[src/rtl/uart_pkg.sv]
// rtl/uart_pkg.sv - shared UART state encoding, defaults and parity helper
//   ST_IDLE..ST_STOP : FSM encodings shared by transmitter and receiver
//   UART_N_BIT_DEF   : default data bits per frame
//   UART_N_TICK_DEF  : default TICK strobes per bit
//   uart_parity()    : parity bit for a word (zero-extend to 16 bits)
package uart_pkg;

  localparam int UART_N_BIT_DEF  = 8;
  localparam int UART_N_TICK_DEF = 16;

  // The receiver only uses the idle..stop subset it needs; parity is tx-side.
  typedef enum logic [2:0] {
    ST_IDLE   = 3'd0,
    ST_START  = 3'd1,
    ST_DATA   = 3'd2,
    ST_PARITY = 3'd3,
    ST_STOP   = 3'd4
  } uart_state_t;

  // Even parity when odd=0: the returned bit makes the total count of ones even.
  function automatic logic uart_parity(input logic [15:0] word, input logic odd);
    return (^word) ^ odd;
  endfunction

endpackage

[src/rtl/uart_tx_hold.sv]
// rtl/uart_tx_hold.sv - one-entry holding register between host and shifter
//   CLK, RESET : clock, asynchronous active-high reset (drops any held word)
//   WR, WDATA  : store WDATA; ignored while FULL
//   RD         : consume the held word; ignored while empty
//   RDATA      : held word
//   FULL       : 1 = a word is held (host sees TX_READY = !FULL)
module uart_tx_hold #(
  parameter int N_BIT = 8
) (
  input  logic             CLK,
  input  logic             RESET,
  input  logic             WR,
  input  logic [N_BIT-1:0] WDATA,
  input  logic             RD,
  output logic [N_BIT-1:0] RDATA,
  output logic             FULL
);

  logic [N_BIT-1:0] data;
  logic             full;

  // WR needs an empty slot and RD a full one, so they never act together.
  always_ff @(posedge CLK or posedge RESET) begin
    if (RESET) begin
      data <= '0;
      full <= 1'b0;
    end else if (WR && !full) begin
      data <= WDATA;
      full <= 1'b1;
    end else if (RD && full) begin
      full <= 1'b0;
    end
  end

  assign RDATA = data;
  assign FULL  = full;

endmodule

[src/rtl/uart_tx.sv]
// rtl/uart_tx.sv - oversampled UART transmitter with one-word holding register
//   CLK, RESET : clock, asynchronous active-high reset
//   TICK       : baud oversample strobe (N_TICK per bit, SB_TICK per stop period)
//   TX_START   : write strobe for DIN, taken only while TX_READY=1
//   DIN        : word to send, LSB first
//   TX         : registered serial line, idles high
//   TX_DONE    : one-cycle pulse as each stop period ends
//   TX_READY   : holding register empty
//   TX_BUSY    : FSM not idle
//   STATE      : FSM state for debug
module uart_tx
  import uart_pkg::*;
#(
  parameter int N_BIT      = UART_N_BIT_DEF,
  parameter int N_TICK     = UART_N_TICK_DEF,
  parameter int SB_TICK    = 16,
  parameter int PARITY_EN  = 0,
  parameter int PARITY_ODD = 0
) (
  input  logic             CLK,
  input  logic             RESET,
  input  logic             TICK,
  input  logic             TX_START,
  input  logic [N_BIT-1:0] DIN,
  output logic             TX,
  output logic             TX_DONE,
  output logic             TX_READY,
  output logic             TX_BUSY,
  output logic [2:0]       STATE
);

  localparam int S_MAX = (N_TICK > SB_TICK) ? N_TICK : SB_TICK;
  localparam int S_W   = (S_MAX > 1) ? $clog2(S_MAX) : 1;
  localparam int N_W   = $clog2(N_BIT);

  localparam logic [S_W-1:0] S_BIT_LAST  = S_W'(N_TICK - 1);
  localparam logic [S_W-1:0] S_STOP_LAST = S_W'(SB_TICK - 1);
  localparam logic [N_W-1:0] N_LAST      = N_W'(N_BIT - 1);
  localparam logic           ODD         = (PARITY_ODD != 0);
  localparam logic           PAR_EN      = (PARITY_EN != 0);

  uart_state_t      state;
  logic [S_W-1:0]   s;
  logic [N_W-1:0]   n;
  logic [N_BIT-1:0] b;
  logic             par;
  logic             tx_r;
  logic             done_r;

  logic             hold_full;
  logic [N_BIT-1:0] hold_data;
  logic             hold_wr;
  logic             hold_rd;
  logic             bit_end;
  logic             stop_end;

  assign bit_end  = TICK && (s == S_BIT_LAST);
  assign stop_end = (state == ST_STOP) && TICK && (s == S_STOP_LAST);

  // While idle, and at a stop end with nothing held, the FSM takes DIN
  // directly, so the holding register only fills during a frame.
  assign hold_wr = TX_START && !hold_full && (state != ST_IDLE) && !stop_end;
  assign hold_rd = stop_end && hold_full;

  uart_tx_hold #(
    .N_BIT (N_BIT)
  ) u_hold (
    .CLK   (CLK),
    .RESET (RESET),
    .WR    (hold_wr),
    .WDATA (DIN),
    .RD    (hold_rd),
    .RDATA (hold_data),
    .FULL  (hold_full)
  );

  always_ff @(posedge CLK or posedge RESET) begin
    if (RESET) begin
      state  <= ST_IDLE;
      s      <= '0;
      n      <= '0;
      b      <= '0;
      par    <= 1'b0;
      tx_r   <= 1'b1;
      done_r <= 1'b0;
    end else begin
      done_r <= 1'b0;
      // Tick counter runs only inside a frame; every transition below
      // overrides this with a clear.
      if (TICK && (state != ST_IDLE))
        s <= s + S_W'(1);

      case (state)
        ST_IDLE: begin
          s <= '0;
          if (TX_START) begin
            b     <= DIN;
            par   <= uart_parity(16'(DIN), ODD);
            state <= ST_START;
            tx_r  <= 1'b0;
          end
        end

        ST_START: begin
          if (bit_end) begin
            state <= ST_DATA;
            s     <= '0;
            n     <= '0;
            tx_r  <= b[0];
          end
        end

        ST_DATA: begin
          if (bit_end) begin
            s <= '0;
            b <= b >> 1;
            if (n == N_LAST) begin
              if (PAR_EN) begin
                state <= ST_PARITY;
                tx_r  <= par;
              end else begin
                state <= ST_STOP;
                tx_r  <= 1'b1;
              end
            end else begin
              n    <= n + N_W'(1);
              tx_r <= b[1];           // next LSB after this edge's shift
            end
          end
        end

        ST_PARITY: begin
          if (bit_end) begin
            state <= ST_STOP;
            s     <= '0;
            tx_r  <= 1'b1;
          end
        end

        ST_STOP: begin
          if (stop_end) begin
            done_r <= 1'b1;
            s      <= '0;
            // Held word first, then a same-cycle write, else go idle; the
            // first two chain frames with no idle bit in between.
            if (hold_full) begin
              b     <= hold_data;
              par   <= uart_parity(16'(hold_data), ODD);
              state <= ST_START;
              tx_r  <= 1'b0;
            end else if (TX_START) begin
              b     <= DIN;
              par   <= uart_parity(16'(DIN), ODD);
              state <= ST_START;
              tx_r  <= 1'b0;
            end else begin
              state <= ST_IDLE;
              tx_r  <= 1'b1;
            end
          end
        end

        default: begin
          state <= ST_IDLE;
          s     <= '0;
          tx_r  <= 1'b1;
        end
      endcase
    end
  end

  assign TX       = tx_r;
  assign TX_DONE  = done_r;
  assign TX_READY = !hold_full;
  assign TX_BUSY  = (state != ST_IDLE);
  assign STATE    = state;

endmodule
[config.mk]
export PLATFORM = sky130hd
export DESIGN_NAME = uart_tx
export DESIGN_NICKNAME = d
export VERILOG_FILES = /design/src/rtl/uart_pkg.sv /design/src/rtl/uart_tx_hold.sv /design/src/rtl/uart_tx.sv
export SDC_FILE = /design/constraint.sdc
export NUM_CORES = 1
export LEC_CHECK = 0
export CORE_ASPECT_RATIO = 0.9
export CORE_UTILIZATION = 40
export DETAILED_ROUTE_END_ITERATION = 8
export PLACE_DENSITY_LB_ADDON = 0.15
export SLEW_MARGIN = 10
export SYNTH_ARGS = -nofsm -noshare
export SYNTH_HDL_FRONTEND = slang
export SYNTH_SLANG_ARGS = --single-unit
[constraint.sdc]
create_clock -name CLK -period 2 [get_ports CLK]
set_input_delay 0.4 -clock CLK [delete_from_list [all_inputs] [get_ports CLK]]
set_output_delay 0.4 -clock CLK [all_outputs]
set_load 0.005 [all_outputs]
==> results of run 1 <==
[routing by layer]
| metal | GRT usage, % | wire length, um | up-vias |
|---|---|---|---|
| met4 | 8.93 | 64 | 0 |
| met2 | 30.0 | 1550 | 36 |
| met3 | 6.02 | 186 | 8 |
| li1 | - | - | 597 |
| met5 | 0 | 0 | - |
| met1 | 25.3 | 1800 | 616 |
[through the flow]
stage / instance area [sq um] / setup WS [ps] / total power, mW / utilization, %
after floorplan: 1590 / 343 / 1.29 / -
final: 1970 / 28.9 / 1.97 / 52.5
after global placement: 1880 / -53.4 / 1.47 / 50.0
after global routing: 1970 / 0.890 / 2.09 / 52.5
after detailed placement: 1880 / -104 / 1.49 / 50.0
after CTS: 1970 / 20.7 / 1.98 / 52.5
[area by class of cell]
cell class                      count  area (sq um)  share of cell area (%)
Clock buffer                        5          68.8                    3.49
Timing Repair Buffer               33           305                    15.5
Clock inverter                      3          17.5                   0.887
Multi-Input combinational cell    102           781                    39.5
Sequential cell                    29           729                    36.9
Tap cell                           46          57.6                    2.92
Inverter                            4          15.0                   0.760
[kinds of logic (layout without fill, tap and decap cells)]
kind of cell             count (synthesis)  in the layout  share of synthesized area, %
XOR/XNOR                                 3              3                          1.65
buffers and inverters                   15             45                          5.42
multiplexers                            11             11                          9.58
AO/OA/AOI/OAI                           46             46                          23.0
flip-flops                              29             29                          45.6
adder cells (fa/ha/maj)                  3              3                          2.36
AND/OR/NAND/NOR                         39             39                          12.3
[cells in the mapped netlist (all sizes together) (3+ instances only)]
| cell | instances | area [sq um] |
|---|---|---|
| dfrtp | 28 | 701 |
| o2bb2ai | 7 | 61.3 |
| ha | 3 | 37.5 |
| nand2 | 12 | 45.0 |
| o21ai | 6 | 33.8 |
| buf | 9 | 63.8 |
| mux2 | 10 | 143 |
| inv | 4 | 15.0 |
| o22a | 7 | 61.3 |
| a22oi | 8 | 60.1 |
| a21oi | 7 | 35.0 |
| nor2 | 12 | 47.6 |
| nand3 | 3 | 15.0 |
[worst min-delay path by stage]
stage / from / endpoint / slack, ps / cells after the start
global route: b[2] / b[2] / 500 / 1
CTS: RESET / u_hold.RDATA[3] / 490 / 3
finish: RESET / u_hold.RDATA[0] / 480 / 3
global placement: b[3] / b[3] / 480 / 1
floorplan: b[0] / b[0] / 450 / 1
detailed placement: b[3] / b[3] / 480 / 1
[flip-flops by register name, summed over array words and instances (netlist names)]
register	flops
s	4
n	3
TX	1
u_hold.FULL	1
TX_DONE	1
b	8
STATE	3
u_hold.RDATA	8
[repair_timing]
action / CTS / global route
setup endpoints to repair: 1 / 9
hold endpoints to repair: 0 / 0
buffers inserted: 1 / 0
pin swaps: 0 / 0
hold buffers: 0 / 0
gates cloned: 0 / 0
gates resized for setup: 1 / 2
[worst register-to-register path, stage by stage, from the launching register on]
cell and delay (ps):
dfrtp_1 410, ha_1 250, and4_4 210, o21ai_2 120
and3_2 390, mux2_4 340
[power by group]
part	total, mW	internal, mW	switching (mW)
combinational	0.600	0.333	0.266
clock	0.477	0.240	0.238
sequential	0.889	0.760	0.128
==> impl_metrics.py, run 1 <==
metrics = {
    "placed_design": {
        "post-place-cells": 213,
        "place_hpwl_um": 2480,
        "port-buffer-count": 18,
        "place_congestion": 0.800,
    },
    "setup_path": {
        "cp_num_cells": 2,
        "cpMaxStageDelayCell": "clkdlybuf4s50_1",
        "crit_buf_inv": 1,
        "path_delay_family": "buffers and inverters",
        "reg2reg_slack_ps": 180,
        "timing.rr.end": "u_hold.RDATA[5]",
        "cp.arrival_ps": 1570,
        "worst_path_largest_cell_delay_ps": 470,
        "critPathMaxFanout": 3,
        "reg2regPathDepth": 5,
        "cp_cell_sequence": "or3_1 -> clkdlybuf4s50_1",
        "critPathKind": "flop to primary output",
        "reg2reg_from": "s[0]",
        "critPathRequiredTime_ps": 1600,
        "end_kind": "primary output",
        "startpoint": "STATE[0]",
        "crit_path_end": "TX_BUSY",
        "startpoint_type": "flop",
    },
    "synthesis": {
        "synthArstFlopShare_pct": 100,
        "synth_area_sq_mm": 0.00159,
        "ys_ff_latch": 29,
        "yosysSeqAreaShare_pct": 45.6,
        "yosys_warnings": 0,
        "synth-edff-count": 0,
        "yosys.cell_types.count": 43,
        "syn_inst": 146,
        "syn_nets": 161,
        "synth.avg_cell_area_sq_um": 10.9,
        "synth_ff_type": "dfrtp_1",
    },
    "die": {
        "die_w_um": 68.5,
        "core-area_sq_mm": 0.00376,
        "dieArea_sq_mm": 0.00424,
        "rows": 21,
        "dieHeight_um": 61.9,
        "pin_count": 19,
        "start_util_pct": 42.4,
    },
    "timing": {
        "grt_setup_unrepaired": "false",
        "worst_slew_pin_slew_ps": 387,
        "finalCriticalPeriod_ps": 1970,
        "maxClockFrequency_mhz": 507,
        "fin_setup_tns_ps": 0,
        "min_period_over_period_pct": 98.6,
        "setup_violations": 0,
        "relSlewSlack_pct": 74.0,
        "maxSlewViolCount": 0,
        "holdWs_ps": 478,
        "hold_violations": 0,
        "fin_skew_ps": 9.36,
    },
    "global_routing": {
        "grt_use_total_pct": 19.5,
        "grt_overflow_total": 0,
        "grt_pass1_wl_um": 5700,
        "grt_max_degree": 30,
        "grt_pass1_vias": 1174,
        "antenna_found_initial": 0,
    },
    "detailed_routing": {
        "drt_iter0_markers": 111,
        "post-route-drc-count": 0,
        "drtPass1Iterations": 4,
        "vias_per_cell": 5.66,
        "antenna_left": 0,
        "wl_um": 3600,
        "avgRoutedWirePerCell_um": 16.2,
        "vias": 1257,
    },
    "clock_network": {
        "clk_latency_ps": 290,
        "cts_buffer_depth": 2,
        "clk_pin_slew_worst_paths_ps": 70,
        "cts_max_level": 2,
        "root_buffer": "clkbuf_8",
        "cts_tree": "done",
        "clock-sinks": 29,
        "numCtsBuffers": 5,
    },
    "pwr": {
        "max-vdd-ir-drop_mv": 0.393,
        "power.density_mw_per_mm2": 995,
        "leakage_nw": 0.895,
    },
    "hold_path": {
        "hold_path.class": "input port to asynchronous set/reset pin",
    },
    "run_status": {
        "outcome": "complete, no violations",
    },
    "finish": {
        "syn_to_final_growth_pct": 24.0,
        "diodes": 0,
        "final_cell_mix": "dfrtp_1 (26), clkdlybuf4s50_1 (18), buf_4 (14)",
        "nets": 190,
        "final_common_cell": "dfrtp_1",
        "fin_cells": 222,
        "drive_gt1_share_pct": 24.4,
        "fillers": 331,
    },
    "job": {
        "maxCapViolations": 0,
    },
}
Power figures use the tool's default switching activity.
==> run 2: changes to the inputs <==
Settings changed: ABC_AREA set to 1, CORE_UTILIZATION 40 to 42, PLACE_DENSITY_LB_ADDON 0.15 to 0.12.
==> run 2 against run 1 <==
The flow now finishes with violations (DRC). Hold slack lost 47 ps. Fmax up 4.0%. Flip-flop and latch count unchanged. Core utilization increased by 0.063 points. Critical path depth is 1 higher. Setup slack improved by 76 ps. Via count is 29% higher. Sequential power grew 9.2%. Global-route usage increased by 0.42 points. Synthesized cell count increased by 73%. Critical endpoint unchanged. Largest cell class unchanged. Highest routed layer unchanged.
==> impl_metrics.py, run 2 <==
metrics = {
    "run_status": {
        "outcome": "finished, violations left",
        "violations": "DRC",
    },
    "detailed_routing": {
        "drt_iter0_markers": 78,
        "post-route-drc-count": 2,
        "drtPass1Iterations": 6,
        "avgRoutedWirePerCell_um": 12.0,
        "antenna_left": 0,
        "wl_um": 3940,
        "vias_per_cell": 4.95,
        "vias": 1625,
    },
    "timing": {
        "maxClockFrequency_mhz": 528,
        "maxSlewViolCount": 0,
        "setup_slack_ps": 105,
        "grt_setup_unrepaired": "false",
        "hold_violations": 0,
        "holdWs_ps": 431,
        "finalCriticalPeriod_ps": 1890,
        "worst_slew_pin_slew_ps": 480,
        "min_period_over_period_pct": 94.7,
        "fin_skew_ps": 3.40,
        "setup_violations": 0,
        "fin_setup_tns_ps": 0,
        "relSlewSlack_pct": 68.0,
    },
    "finish": {
        "multiInputGateArea_sq_um": 933,
        "final_core_util_pct": 52.6,
        "diodes": 0,
        "syn_to_final_growth_pct": 20.1,
        "final_cell_mix": "nand2_1 (94), nand3_1 (36), dfrtp_1 (28), nor2_1 (28), inv_1 (19)",
        "register_area_sq_um": 727,
        "fin_cells": 328,
        "drive_gt1_share_pct": 11.4,
        "fillers": 404,
        "design_area_sq_mm": 0.00214,
        "nets": 294,
        "final_common_cell": "nand2_1",
    },
    "setup_path": {
        "reg2reg_slack_ps": 390,
        "crit_buf_inv": 1,
        "critPathKind": "flop to primary output",
        "cpMaxStageDelayCell": "dfrtp_1",
        "startpoint_type": "flop",
        "cp_cell_sequence": "nor2_4 -> nand2_2 -> clkdlybuf4s50_1",
        "cp_num_cells": 3,
        "timing.rr.end": "n[1]",
        "path_delay_family": "flip-flops",
        "reg2reg_from": "STATE[1]",
        "critPathRequiredTime_ps": 1600,
        "cp.arrival_ps": 1490,
        "worst_path_largest_cell_delay_ps": 570,
        "critPathMaxFanout": 9,
        "end_kind": "primary output",
        "reg2regPathDepth": 6,
    },
    "pwr": {
        "p_sw_share_pct": 36.2,
        "power.density_mw_per_mm2": 1050,
        "leakage_nw": 1.10,
        "intPower_mw": 1.43,
        "seq_power_share_pct": 43.2,
        "finalPower_mw": 2.25,
        "max-vdd-ir-drop_mv": 0.631,
        "switchingPower_mw": 0.814,
        "combPwrFrac_pct": 34.4,
        "clock_power_share_pct": 22.3,
    },
    "clock_network": {
        "cts_setup_buffers": 0,
        "cts_buffer_depth": 2,
        "clk_latency_ps": 280,
        "root_buffer": "clkbuf_8",
        "ctsResizeCount": 0,
        "cts_tree": "done",
        "numCtsBuffers": 5,
        "clock-sinks": 29,
        "clk_pin_slew_worst_paths_ps": 60,
        "cts_max_level": 2,
        "cts_hold_buf": 0,
    },
    "synthesis": {
        "synthTopCellsByCount": "nand2_1 (94), nand3_1 (36), dfrtp_1 (28), nor2_1 (28), inv_1 (19)",
        "yosysSeqAreaShare_pct": 40.7,
        "synthArstFlopShare_pct": 100,
        "yosys.cell_types.count": 28,
        "syn_nets": 267,
        "synth_ff_type": "dfrtp_1",
        "synth.most_common_cell": "nand2_1",
        "synth_area_sq_mm": 0.00178,
        "synth.avg_cell_area_sq_um": 7.08,
        "yosys_warnings": 0,
        "synth_area_leaders": "dfrtp_1 (39%), nand2_1 (20%), nand3_1 (10%), nor2_1 (5.9%), inv_1 (4.0%)",
        "ys_ff_latch": 29,
        "netlist.area_leader.share_pct": 39.3,
        "synth_area_leader_cell": "dfrtp_1",
        "syn_inst": 252,
        "synth-edff-count": 0,
    },
    "die": {
        "start_util_pct": 43.8,
        "dieHeight_um": 63.8,
        "dieArea_sq_mm": 0.00451,
        "die_w_um": 70.7,
        "pin_count": 19,
        "rows": 22,
        "core-area_sq_mm": 0.00407,
    },
    "global_routing": {
        "gr-usage-met2_pct": 31.4,
        "use_met3_pct": 4.89,
        "grt_overflow_total": 0,
        "antenna_found_initial": 0,
        "grt_pass1_vias": 1518,
        "grt_max_degree": 20,
        "grt_pass1_wl_um": 6880,
        "met1_usage_pct": 26.6,
        "grt.busiest_layer": "met2",
        "grt_use_total_pct": 19.9,
    },
    "hold_path": {
        "hold_path.class": "input port to asynchronous set/reset pin",
    },
    "placed_design": {
        "place_congestion": 0.797,
        "port-buffer-count": 18,
        "place_hpwl_um": 2920,
        "dpl_cell_area_sq_mm": 0.00205,
        "pre_cts_slack_ps": 123,
        "post-place-cells": 320,
    },
    "job": {
        "maxCapViolations": 0,
    },
}
run 2: power by group through the flow:
stage | registers (mW) | logic (mW) | clock network (mW)
2_1_floorplan | 0.932 | 0.561 | 0
3_3_place_gp | 0.985 | 0.760 | 0
3_5_place_dp | 0.981 | 0.776 | 0
4_1_cts | 0.971 | 0.780 | 0.519
5_1_grt | 1.00 | 0.898 | 0.548
6_report | 0.971 | 0.773 | 0.502
run 2: worst max path at each step:
stage / start / to
after global routing: STATE[1] / TX_BUSY
after floorplan: s[0] / b[7]
after global placement: TICK / b[7]
after CTS: STATE[1] / TX_BUSY
after detailed placement: TICK / b[3]
final: STATE[1] / TX_BUSY
run 2: routing by layer:
metal | share of wire [%] | up-vias
met5 | 0 | -
met4 | 1.4 | 0
met3 | 3.7 | 8
met2 | 42 | 23
met1 | 53 | 740
li1 | - | 854
run 2: final cells by class:
type | count | share of cell area (%)
Inverter | 23 | 4.09
Clock buffer | 8 | 4.20
Timing Repair Buffer | 25 | 11.4
Multi-Input combinational cell | 195 | 43.5
Sequential cell | 29 | 33.9
Tap cell | 48 | 2.80
run 2: cell families after synthesis:
group	synth area share, %
xor gates and xnor gates	1.47
DFF	40.7
buffers and inverters	6.94
adders and majority gates	2.10
AOI/OAI and AO/OA	6.66
and+or+nand+nor	42.1
